===== config.mk =====
export PLATFORM = sky130hd
export DESIGN_NAME = axi4_flit_slave_bridge_flat
export DESIGN_NICKNAME = d
export VERILOG_FILES = /design/src/rtl/axi4_flit_slave_bridge_if.sv /design/src/rtl/axi4_flit_slave_bridge.sv /design/src/flat_wrapper.sv
export SDC_FILE = /design/constraint.sdc
export NUM_CORES = 1
export LEC_CHECK = 0
export ABC_AREA = 1
export BUFFER_PORTS_ARGS = -buffer_cell sky130_fd_sc_hd__buf_2
export CAP_MARGIN = 20
export CELL_PAD_IN_SITES_DETAIL_PLACEMENT = 1
export CELL_PAD_IN_SITES_GLOBAL_PLACEMENT = 2
export CORE_MARGIN = 2
export CORE_UTILIZATION = 30
export DETAILED_ROUTE_END_ITERATION = 16
export PLACE_DENSITY_LB_ADDON = 0.3
export SLEW_MARGIN = 10
export SYNTH_ARGS = -nofsm -noshare
export SYNTH_HDL_FRONTEND = slang
export SYNTH_SLANG_ARGS = --single-unit

===== constraint.sdc =====
create_clock -name clk -period 12.95 [get_ports clk]
set_input_delay 1.9425 -clock clk [delete_from_list [all_inputs] [get_ports clk]]
set_output_delay 1.9425 -clock clk [all_outputs]
set_load 0.02 [all_outputs]

===== src/rtl/axi4_flit_slave_bridge_if.sv =====
// ----------------------------------------------------------------------------
// axi4_flit_slave_bridge_if
//   Groups the flit link and the local AXI4 channels seen by the slave-side
//   flit bridge.
//   slave modport  : the bridge's view. It takes inbound flits, drives AW/W/AR,
//                    takes B/R, and drives outbound flits and err_cnt.
//   master modport : the opposite view, used by whatever surrounds the bridge.
//   Bit layouts (MSB..LSB):
//     aw_bits/ar_bits {user8,region4,qos4,prot3,cache4,lock1,burst2,size3,len8,addr32,id8}
//     w_bits          {user8,last1,strb8,data64}
//     b_bits          {user8,resp2,id8}
//     r_bits          {user8,last1,resp2,data64,id8}
// ----------------------------------------------------------------------------
interface axi4_flit_slave_bridge_if #(
  parameter int FLIT_WIDTH    = 92,
  parameter int ERR_CNT_WIDTH = 16
);
  logic                     flit_in_valid;
  logic [FLIT_WIDTH-1:0]    flit_in_data;
  logic                     flit_in_ready;
  logic                     aw_valid;
  logic                     aw_ready;
  logic [76:0]              aw_bits;
  logic                     w_valid;
  logic                     w_ready;
  logic [80:0]              w_bits;
  logic                     ar_valid;
  logic                     ar_ready;
  logic [76:0]              ar_bits;
  logic                     b_valid;
  logic                     b_ready;
  logic [17:0]              b_bits;
  logic                     r_valid;
  logic                     r_ready;
  logic [82:0]              r_bits;
  logic                     flit_out_valid;
  logic [FLIT_WIDTH-1:0]    flit_out_data;
  logic                     flit_out_ready;
  logic [ERR_CNT_WIDTH-1:0] err_cnt;

  modport slave (
    input  flit_in_valid, flit_in_data, aw_ready, w_ready, ar_ready,
           b_valid, b_bits, r_valid, r_bits, flit_out_ready,
    output flit_in_ready, aw_valid, aw_bits, w_valid, w_bits, ar_valid, ar_bits,
           b_ready, r_ready, flit_out_valid, flit_out_data, err_cnt
  );

  modport master (
    output flit_in_valid, flit_in_data, aw_ready, w_ready, ar_ready,
           b_valid, b_bits, r_valid, r_bits, flit_out_ready,
    input  flit_in_ready, aw_valid, aw_bits, w_valid, w_bits, ar_valid, ar_bits,
           b_ready, r_ready, flit_out_valid, flit_out_data, err_cnt
  );
endinterface


===== src/rtl/axi4_flit_slave_bridge.sv =====
// ----------------------------------------------------------------------------
// axi4_flit_slave_bridge
//   Slave-side endpoint of the AXI4-over-NoC link.
//   Inbound : 92-bit flits are decoded by channel code [91:89] into 1-deep
//             AW / W / AR holding registers that drive the local slave.
//             Flits carrying B, R or undefined codes are accepted, dropped and
//             counted in a saturating err_cnt.
//   Outbound: B and R responses from the slave are arbitrated round-robin into
//             a single output flit register. An R burst locks the arbiter so
//             that B flits never interleave with it.
//   Ports:
//     clk    clock
//     rst    asynchronous active-high reset
//     bus_io slave modport of axi4_flit_slave_bridge_if (flit in/out, AW/W/AR
//            out, B/R in, err_cnt)
// ----------------------------------------------------------------------------
module axi4_flit_slave_bridge #(
  parameter int FLIT_WIDTH    = 92,
  parameter int ERR_CNT_WIDTH = 16
) (
  input logic                      clk,
  input logic                      rst,
  axi4_flit_slave_bridge_if.slave  bus_io
);

  localparam logic [2:0] CODE_AW = 3'b001;
  localparam logic [2:0] CODE_AR = 3'b010;
  localparam logic [2:0] CODE_W  = 3'b011;
  localparam logic [2:0] CODE_B  = 3'b101;
  localparam logic [2:0] CODE_R  = 3'b110;

  // Inbound state
  logic                     aw_valid_q, aw_valid_d;
  logic [76:0]              aw_bits_q,  aw_bits_d;
  logic                     w_valid_q,  w_valid_d;
  logic [80:0]              w_bits_q,   w_bits_d;
  logic                     ar_valid_q, ar_valid_d;
  logic [76:0]              ar_bits_q,  ar_bits_d;
  logic [ERR_CNT_WIDTH-1:0] err_cnt_q,  err_cnt_d;

  // Outbound state
  logic                     out_valid_q, out_valid_d;
  logic [FLIT_WIDTH-1:0]    out_data_q,  out_data_d;
  logic                     r_lock_q,    r_lock_d;
  logic                     last_r_q,    last_r_d;   // 1: R won the last grant

  logic [2:0] in_code_s;
  logic       in_ready_s;
  logic       in_fire_s;
  logic       in_bad_s;
  logic       out_loadable_s;
  logic       grant_b_s;
  logic       grant_r_s;
  logic       b_fire_s;
  logic       r_fire_s;
  logic       unused_payload_s;

  assign in_code_s = bus_io.flit_in_data[FLIT_WIDTH-1 -: 3];
  // Payload bits above the widest channel (W, 81 bits) carry nothing.
  assign unused_payload_s = ^bus_io.flit_in_data[FLIT_WIDTH-4:81];

  // Inbound ready: the target holding register is empty or drains this cycle.
  always_comb begin
    in_ready_s = 1'b1;
    in_bad_s   = 1'b0;
    case (in_code_s)
      CODE_AW: in_ready_s = !aw_valid_q || bus_io.aw_ready;
      CODE_W:  in_ready_s = !w_valid_q  || bus_io.w_ready;
      CODE_AR: in_ready_s = !ar_valid_q || bus_io.ar_ready;
      default: begin
        in_ready_s = 1'b1;
        in_bad_s   = 1'b1;
      end
    endcase
  end

  // Ready is held low while reset is asserted.
  assign bus_io.flit_in_ready = in_ready_s & ~rst;
  assign in_fire_s            = bus_io.flit_in_valid & bus_io.flit_in_ready;

  // Next state of the inbound holding registers and the drop counter.
  always_comb begin
    aw_valid_d = aw_valid_q;
    aw_bits_d  = aw_bits_q;
    w_valid_d  = w_valid_q;
    w_bits_d   = w_bits_q;
    ar_valid_d = ar_valid_q;
    ar_bits_d  = ar_bits_q;
    err_cnt_d  = err_cnt_q;

    if (in_fire_s && in_code_s == CODE_AW) begin
      aw_valid_d = 1'b1;
      aw_bits_d  = bus_io.flit_in_data[76:0];
    end else if (aw_valid_q && bus_io.aw_ready) begin
      aw_valid_d = 1'b0;
    end else begin
      aw_valid_d = aw_valid_q;
    end

    if (in_fire_s && in_code_s == CODE_W) begin
      w_valid_d = 1'b1;
      w_bits_d  = bus_io.flit_in_data[80:0];
    end else if (w_valid_q && bus_io.w_ready) begin
      w_valid_d = 1'b0;
    end else begin
      w_valid_d = w_valid_q;
    end

    if (in_fire_s && in_code_s == CODE_AR) begin
      ar_valid_d = 1'b1;
      ar_bits_d  = bus_io.flit_in_data[76:0];
    end else if (ar_valid_q && bus_io.ar_ready) begin
      ar_valid_d = 1'b0;
    end else begin
      ar_valid_d = ar_valid_q;
    end

    if (in_fire_s && in_bad_s && (err_cnt_q != {ERR_CNT_WIDTH{1'b1}})) begin
      err_cnt_d = err_cnt_q + {{(ERR_CNT_WIDTH-1){1'b0}}, 1'b1};
    end else begin
      err_cnt_d = err_cnt_q;
    end
  end

  // Arbiter: a locked R burst excludes B; otherwise alternate when both request.
  assign out_loadable_s = ~out_valid_q | bus_io.flit_out_ready;
  assign grant_b_s      = ~r_lock_q & bus_io.b_valid & (~bus_io.r_valid | last_r_q);
  assign grant_r_s      = bus_io.r_valid & (r_lock_q | ~bus_io.b_valid | ~last_r_q);
  assign bus_io.b_ready = grant_b_s & out_loadable_s & ~rst;
  assign bus_io.r_ready = grant_r_s & out_loadable_s & ~rst;
  assign b_fire_s       = bus_io.b_valid & bus_io.b_ready;
  assign r_fire_s       = bus_io.r_valid & bus_io.r_ready;

  // Next state of the outbound flit register, R-lock and round-robin pointer.
  always_comb begin
    out_valid_d = out_valid_q;
    out_data_d  = out_data_q;
    r_lock_d    = r_lock_q;
    last_r_d    = last_r_q;
    if (b_fire_s) begin
      out_valid_d = 1'b1;
      out_data_d  = {CODE_B, {(FLIT_WIDTH-3-18){1'b0}}, bus_io.b_bits};
      last_r_d    = 1'b0;
    end else if (r_fire_s) begin
      out_valid_d = 1'b1;
      out_data_d  = {CODE_R, {(FLIT_WIDTH-3-83){1'b0}}, bus_io.r_bits};
      last_r_d    = 1'b1;
      // r_bits[74] is the R last flag: hold the link until the burst ends.
      r_lock_d    = ~bus_io.r_bits[74];
    end else if (bus_io.flit_out_ready) begin
      out_valid_d = 1'b0;
    end else begin
      out_valid_d = out_valid_q;
    end
  end

  // State registers; reset empties every holding register and selects B first.
  always_ff @(posedge clk or posedge rst) begin
    if (rst) begin
      aw_valid_q  <= 1'b0;
      aw_bits_q   <= 77'd0;
      w_valid_q   <= 1'b0;
      w_bits_q    <= 81'd0;
      ar_valid_q  <= 1'b0;
      ar_bits_q   <= 77'd0;
      err_cnt_q   <= {ERR_CNT_WIDTH{1'b0}};
      out_valid_q <= 1'b0;
      out_data_q  <= {FLIT_WIDTH{1'b0}};
      r_lock_q    <= 1'b0;
      last_r_q    <= 1'b1;   // pretend R went last so B wins the first tie
    end else begin
      aw_valid_q  <= aw_valid_d;
      aw_bits_q   <= aw_bits_d;
      w_valid_q   <= w_valid_d;
      w_bits_q    <= w_bits_d;
      ar_valid_q  <= ar_valid_d;
      ar_bits_q   <= ar_bits_d;
      err_cnt_q   <= err_cnt_d;
      out_valid_q <= out_valid_d;
      out_data_q  <= out_data_d;
      r_lock_q    <= r_lock_d;
      last_r_q    <= last_r_d;
    end
  end

  assign bus_io.aw_valid       = aw_valid_q;
  assign bus_io.aw_bits        = aw_bits_q;
  assign bus_io.w_valid        = w_valid_q;
  assign bus_io.w_bits         = w_bits_q;
  assign bus_io.ar_valid       = ar_valid_q;
  assign bus_io.ar_bits        = ar_bits_q;
  assign bus_io.flit_out_valid = out_valid_q;
  assign bus_io.flit_out_data  = out_data_q;
  assign bus_io.err_cnt        = err_cnt_q;

endmodule

===== src/flat_wrapper.sv =====
// flat-port wrapper written by rule: the top's interface ports become plain ports
module axi4_flit_slave_bridge_flat 
#(
  parameter int FLIT_WIDTH    = 92,
  parameter int ERR_CNT_WIDTH = 16
)
  (clk, rst, bus_io_flit_in_valid, bus_io_flit_in_data, bus_io_aw_ready, bus_io_w_ready, bus_io_ar_ready, bus_io_b_valid, bus_io_b_bits, bus_io_r_valid, bus_io_r_bits, bus_io_flit_out_ready, bus_io_flit_in_ready, bus_io_aw_valid, bus_io_aw_bits, bus_io_w_valid, bus_io_w_bits, bus_io_ar_valid, bus_io_ar_bits, bus_io_b_ready, bus_io_r_ready, bus_io_flit_out_valid, bus_io_flit_out_data, bus_io_err_cnt);
  axi4_flit_slave_bridge_if #(.FLIT_WIDTH(FLIT_WIDTH), .ERR_CNT_WIDTH(ERR_CNT_WIDTH)) bus_io_i ();
  input logic clk;
  input logic rst;
  input wire logic [$bits(bus_io_i.flit_in_valid)-1:0] bus_io_flit_in_valid;
  input wire logic [$bits(bus_io_i.flit_in_data)-1:0] bus_io_flit_in_data;
  input wire logic [$bits(bus_io_i.aw_ready)-1:0] bus_io_aw_ready;
  input wire logic [$bits(bus_io_i.w_ready)-1:0] bus_io_w_ready;
  input wire logic [$bits(bus_io_i.ar_ready)-1:0] bus_io_ar_ready;
  input wire logic [$bits(bus_io_i.b_valid)-1:0] bus_io_b_valid;
  input wire logic [$bits(bus_io_i.b_bits)-1:0] bus_io_b_bits;
  input wire logic [$bits(bus_io_i.r_valid)-1:0] bus_io_r_valid;
  input wire logic [$bits(bus_io_i.r_bits)-1:0] bus_io_r_bits;
  input wire logic [$bits(bus_io_i.flit_out_ready)-1:0] bus_io_flit_out_ready;
  output wire logic [$bits(bus_io_i.flit_in_ready)-1:0] bus_io_flit_in_ready;
  output wire logic [$bits(bus_io_i.aw_valid)-1:0] bus_io_aw_valid;
  output wire logic [$bits(bus_io_i.aw_bits)-1:0] bus_io_aw_bits;
  output wire logic [$bits(bus_io_i.w_valid)-1:0] bus_io_w_valid;
  output wire logic [$bits(bus_io_i.w_bits)-1:0] bus_io_w_bits;
  output wire logic [$bits(bus_io_i.ar_valid)-1:0] bus_io_ar_valid;
  output wire logic [$bits(bus_io_i.ar_bits)-1:0] bus_io_ar_bits;
  output wire logic [$bits(bus_io_i.b_ready)-1:0] bus_io_b_ready;
  output wire logic [$bits(bus_io_i.r_ready)-1:0] bus_io_r_ready;
  output wire logic [$bits(bus_io_i.flit_out_valid)-1:0] bus_io_flit_out_valid;
  output wire logic [$bits(bus_io_i.flit_out_data)-1:0] bus_io_flit_out_data;
  output wire logic [$bits(bus_io_i.err_cnt)-1:0] bus_io_err_cnt;
  assign bus_io_i.flit_in_valid = bus_io_flit_in_valid;
  assign bus_io_i.flit_in_data = bus_io_flit_in_data;
  assign bus_io_i.aw_ready = bus_io_aw_ready;
  assign bus_io_i.w_ready = bus_io_w_ready;
  assign bus_io_i.ar_ready = bus_io_ar_ready;
  assign bus_io_i.b_valid = bus_io_b_valid;
  assign bus_io_i.b_bits = bus_io_b_bits;
  assign bus_io_i.r_valid = bus_io_r_valid;
  assign bus_io_i.r_bits = bus_io_r_bits;
  assign bus_io_i.flit_out_ready = bus_io_flit_out_ready;
  assign bus_io_flit_in_ready = bus_io_i.flit_in_ready;
  assign bus_io_aw_valid = bus_io_i.aw_valid;
  assign bus_io_aw_bits = bus_io_i.aw_bits;
  assign bus_io_w_valid = bus_io_i.w_valid;
  assign bus_io_w_bits = bus_io_i.w_bits;
  assign bus_io_ar_valid = bus_io_i.ar_valid;
  assign bus_io_ar_bits = bus_io_i.ar_bits;
  assign bus_io_b_ready = bus_io_i.b_ready;
  assign bus_io_r_ready = bus_io_i.r_ready;
  assign bus_io_flit_out_valid = bus_io_i.flit_out_valid;
  assign bus_io_flit_out_data = bus_io_i.flit_out_data;
  assign bus_io_err_cnt = bus_io_i.err_cnt;
  axi4_flit_slave_bridge #(.FLIT_WIDTH(FLIT_WIDTH), .ERR_CNT_WIDTH(ERR_CNT_WIDTH)) u_core (.clk(clk), .rst(rst), .bus_io(bus_io_i));
endmodule

* After elaboration in Yosys (flattened, before gate mapping)
Index checks and enable logic that the tools add are counted.
** Storage, ports and cells
- Register bits after elaboration :: 349
- Latch bits :: 0
- Memory bits (writable) :: 0
- Memory bits (read-only) :: 0
- Logic and storage cells :: 75
- Memories kept :: 0
** Operators by class
- $add $sub $neg :: 1
- $mul :: 0
- Divide/modulo/power cells :: 0
- $lt $le $gt $ge :: 0
- Eq/ne operators :: 4
- Shifts and indexed selects :: 0
- Multiplexer cells :: 15
- Bitwise operators :: 23
- Reduce and logical (&&, ||, !) cells :: 21
** Operators by type and width (number)
- 2-to-1 mux 92 bit :: 2
- adder 16 x 1 -> 16 bit, second input constant :: 1
- != test 16 bit, second input constant :: 1
- 2-to-1 mux 1 bit :: 12
- bitwise AND 1 bit :: 11
- logical AND 1 bit :: 8
- inverter 1 bit :: 8
- nonzero test 2 bit :: 4
- == test 3 x 2 -> 1 bit, second input constant :: 2
- bitwise OR 1 bit :: 4
- == test 3 x 1 -> 1 bit, second input constant :: 1
- logical NOT 1 bit :: 3
- logical OR 1 bit :: 3
- case mux 1 bit (3 select lines) :: 1
- nonzero test 3 bit :: 1
- OR reduction 3 bit :: 1
- AND reduction 2 bit :: 1

* Depth between registers and ports, before layout
- Depth after elaboration :: 9
- Mapped depth :: 11
- Gate-level depth less buffers :: 9

* Least setup slack after synthesis
No wires, ideal clock.
- Kind :: input -> register
- Start :: in rst
- End :: reg u_core.w_bits_q[0] (netlist: u_core.bus_io.w_bits[0])
- Data arrival time :: 12.435 ns
- Data required time :: 12.885 ns
- Path slack :: 0.450 ns
- Stages :: 5
- Buffers on the path :: 1
- Cell sequence :: clkinv_1 nand4_2 buf_2 nand2_1 nand2_1
** Between the ends
- Word-level cells in the longest chain between the ends :: 4
** Ends and longest elaborated chain
- from (decl) :: line flat_wrapper.sv:10 : input logic rst;
- inverter 1 bit :: line axi4_flit_slave_bridge.sv:78 : assign bus_io.flit_in_ready = in_ready_s & ~rst;
- bitwise AND 1 bit :: line axi4_flit_slave_bridge.sv:78
- bitwise AND 1 bit :: line axi4_flit_slave_bridge.sv:79 : assign in_fire_s = bus_io.flit_in_valid & bus_io.flit_in_ready;
- logical AND 1 bit :: line axi4_flit_slave_bridge.sv:100 : if (in_fire_s && in_code_s == CODE_W) begin
- to (signal assigned) :: line axi4_flit_slave_bridge.sv:175 : w_bits_q <= w_bits_d;
- to (decl) :: line axi4_flit_slave_bridge.sv:36 : logic [80:0] w_bits_q, w_bits_d;
Every way passes these cells.
A chain may end at the register's enable or synchronous reset.

* Final worst setup path
- Start :: in rst
- End :: out bus_io_b_ready
** Between the ends
- Word-level cells in the longest chain between the ends :: 2
** Ends and longest elaborated chain
- inverter 1 bit :: line axi4_flit_slave_bridge.sv:129 : assign bus_io.b_ready = grant_b_s & out_loadable_s & ~rst;
- bitwise AND 1 bit :: line axi4_flit_slave_bridge.sv:129
- to (decl) :: line flat_wrapper.sv:28 : output wire logic [$bits(bus_io_i.b_ready)-1:0] bus_io_b_ready;
Every way passes these cells.

==> results.ini <==
[run_status]
status=completed

[clock_network]
cts.sinks=343
cts_hold_buffers=0
clock_latency_ns=0.55
clockBufferDepth=3
h-tree-depth=2
post-cts-setup-buffers=0
postCtsResizedCells=0
path_clk_slew_ns=0.06
cts_tree=done
numCtsBuffers=42
root_buffer=clkbuf_16

[route]
firstDrtPassIters=5
wirelength_mm=55.0
viasPerCell=5.00
ant_nets=0
drc=0
first_iter_violations=862
avgRoutedWirePerCell_um=21.1
vias=13000

[timing]
timing.fmax_mhz=173
finalHoldViolCount=0
slew_headroom_pct=29.0
period_needed_ns=5.78
fin_skew_ns=0.00908
setup_viol=0
rsz0062_at_grt=no
tightest_slew_ns=1.06
fin_setup_tns_ns=0
drv_slew=0
finalCritPeriodShare_pct=44.6

[synthesis]
yosys_warnings=0
synthDistinctLibCells=28
syn_inst=1492
ys_ff_latch=343
synthTopCellsByCount=nand2_1 (578), dfrtp_1 (342), nand4_1 (240)
synth-async-reset-ratio_pct=100
yosys.area.top_type_share_pct=60.4
synth_top_area_cell=dfrtp_1
synth_edf_count=0
syn_area_um2=14200
ys_seq_area_share_pct=60.6
synth_flop_cell=dfrtp_1
synth.most_common_cell=nand2_1
yosys-top-cells-area=dfrtp_1 (60%), nand2_1 (15%), nand4_1 (11%)
synth.avg_cell_area_um2=9.50

[power]
power_mw=3.90
power.leakage_nw=10.3
p_per_area_nw_per_um2=209
ir_drop_mv=0.101

[grt]
grt_pass1_wl_mm=84.9
grt_max_degree=168
antenna_found_initial=9
overflow=0
grt_pass1_vias=13400
track_usage_pct=22.0

[critical_path]
worst_r2r_path_depth=9
endpoint_kind=output pin
worstReg2RegEnd=u_core.bus_io.ar_bits[76]$_DFFE_PP0P_
path_class=in -> out
start_kind=input port
crit_fanout=22
regToRegSetupSlack_ns=10.19
crit_required_ns=11.01
worstPathArrival_ns=3.83
rr_startpoint=u_core.bus_io.w_valid$_DFFE_PP0P_

[floorplan]
die_h_um=221
fp.coreArea_um2=46600
die_area_um2=49000
ios=552
initial_utilization_pct=30.4
die-width_um=221
num_rows=79

[final_layout]
drive_above_1_share_pct=31.8
nNetsFinal=2166
area_delta_synth_final_pct=31.5
num-fill-cells=5554

[min_path]
min_to=u_core.bus_io.ar_bits[49]$_DFFE_PP0P_
whs_path_depth=2
hold_class=reg -> reg
worstHoldStart=u_core.bus_io.ar_bits[49]$_DFFE_PP0P_

[placement]
place_congestion=0.868
port_buffers=537
hpwlAfterDp_mm=36.3

[job]
drv_cap=0

[worst max path at each step]
stage / to / startpoint / slack [ns] / cells after the start
after floorplan: u_core.bus_io.w_bits[0]$_DFFE_PP0P_ / rst / 0.45 / 5
after global routing: bus_io_b_ready / rst / 7.01 / 5
after detailed placement: bus_io_b_ready / rst / 7.13 / 5
after global placement: bus_io_b_ready / rst / 7.12 / 5
final: bus_io_b_ready / rst / 7.17 / 5
after CTS: bus_io_b_ready / rst / 7.12 / 5
[per-layer routing]
| layer | track usage [%] | up-vias | wire length, um |
|---|---|---|---|
| met2 | 35.6 | 355 | 26400 |
| li1 | - | 6020 | - |
| met4 | 5.50 | 10 | 1030 |
| met3 | 6.07 | 74 | 3500 |
| met5 | 0 | - | 60 |
| met1 | 29.0 | 6556 | 24100 |
[sequential cells by signal, indices dropped and copies added, names as in the netlist]
register and cells:
u_core.bus_io.w_bits 81, u_core.bus_io.flit_out_valid 1, u_core.bus_io.ar_bits 77, u_core.bus_io.ar_valid 1, u_core.r_lock_q 1, u_core.bus_io.w_valid 1
u_core.bus_io.aw_bits 77, u_core.last_r_q 1, u_core.bus_io.flit_out_data 86, u_core.bus_io.aw_valid 1, u_core.bus_io.err_cnt 16
[where the power goes]
group          switching (mW)  internal (mW)  total [mW]
registers               0.159           1.35        1.51
logic                   0.783          0.363        1.15
clock network           0.470          0.775        1.25
[cells in the final DEF, fill, tap and decap left out, types with 8 or more instances in the layout]
cell       count
dfrtp_1      342
buf_4         16
a22o_1        65
nor2_1        29
clkbuf_16     45
nand2_1      578
buf_2        536
inv_1         28
nand4_1      240
clkbuf_8       8
clkbuf_1       9
a31oi_1       18
nand3_1       19
[cells by family after synthesis]
group / Yosys count / synth area share (%)
fa+ha+maj: 1 / 0.0883
simple gates: 883 / 28.2
xor+xnor: 8 / 0.495
buf+inv: 165 / 5.53
flops: 343 / 60.6
compound gates: 91 / 5.10
other cells: 1 / 0.0265
[cell type report]
cell class | instances | area (um^2) | share of cell area [%]
Antenna cell | 4 | 10.0 | 0.0537
Clock buffer | 62 | 1270 | 6.82
Clock inverter | 11 | 183 | 0.980
Tap cell | 607 | 759 | 4.08
Multi-Input combinational cell | 989 | 4860 | 26.1
Inverter | 33 | 131 | 0.705
Timing Repair Buffer | 554 | 2830 | 15.2
Sequential cell | 343 | 8580 | 46.1
[worst max-delay path: stages]
cell	delay, ns
buf_2	0.17
a21oi_1	0.19
nand2_1	0.50
inv_1	0.73
buf_2	0.29
[through the flow]
| stage | cell area (um^2) | instances | hold slack (ns) | util [%] | setup WS, ns |
|---|---|---|---|---|---|
| 2_1_floorplan | 14200 | 1497 | 0.453 | - | 0.450 |
| 3_3_place_gp | 17200 | 2526 | 0.453 | 36.9 | 7.12 |
| 3_5_place_dp | 17200 | 2526 | 0.459 | 36.9 | 7.13 |
| 4_1_cts | 18600 | 2599 | 0.476 | 40.0 | 7.12 |
| 5_1_grt | 18600 | 2603 | 0.489 | 40.0 | 7.01 |
| 6_report | 18600 | 2603 | 0.471 | 40.0 | 7.17 |
No activity file was read; power rests on OpenSTA's default activity.
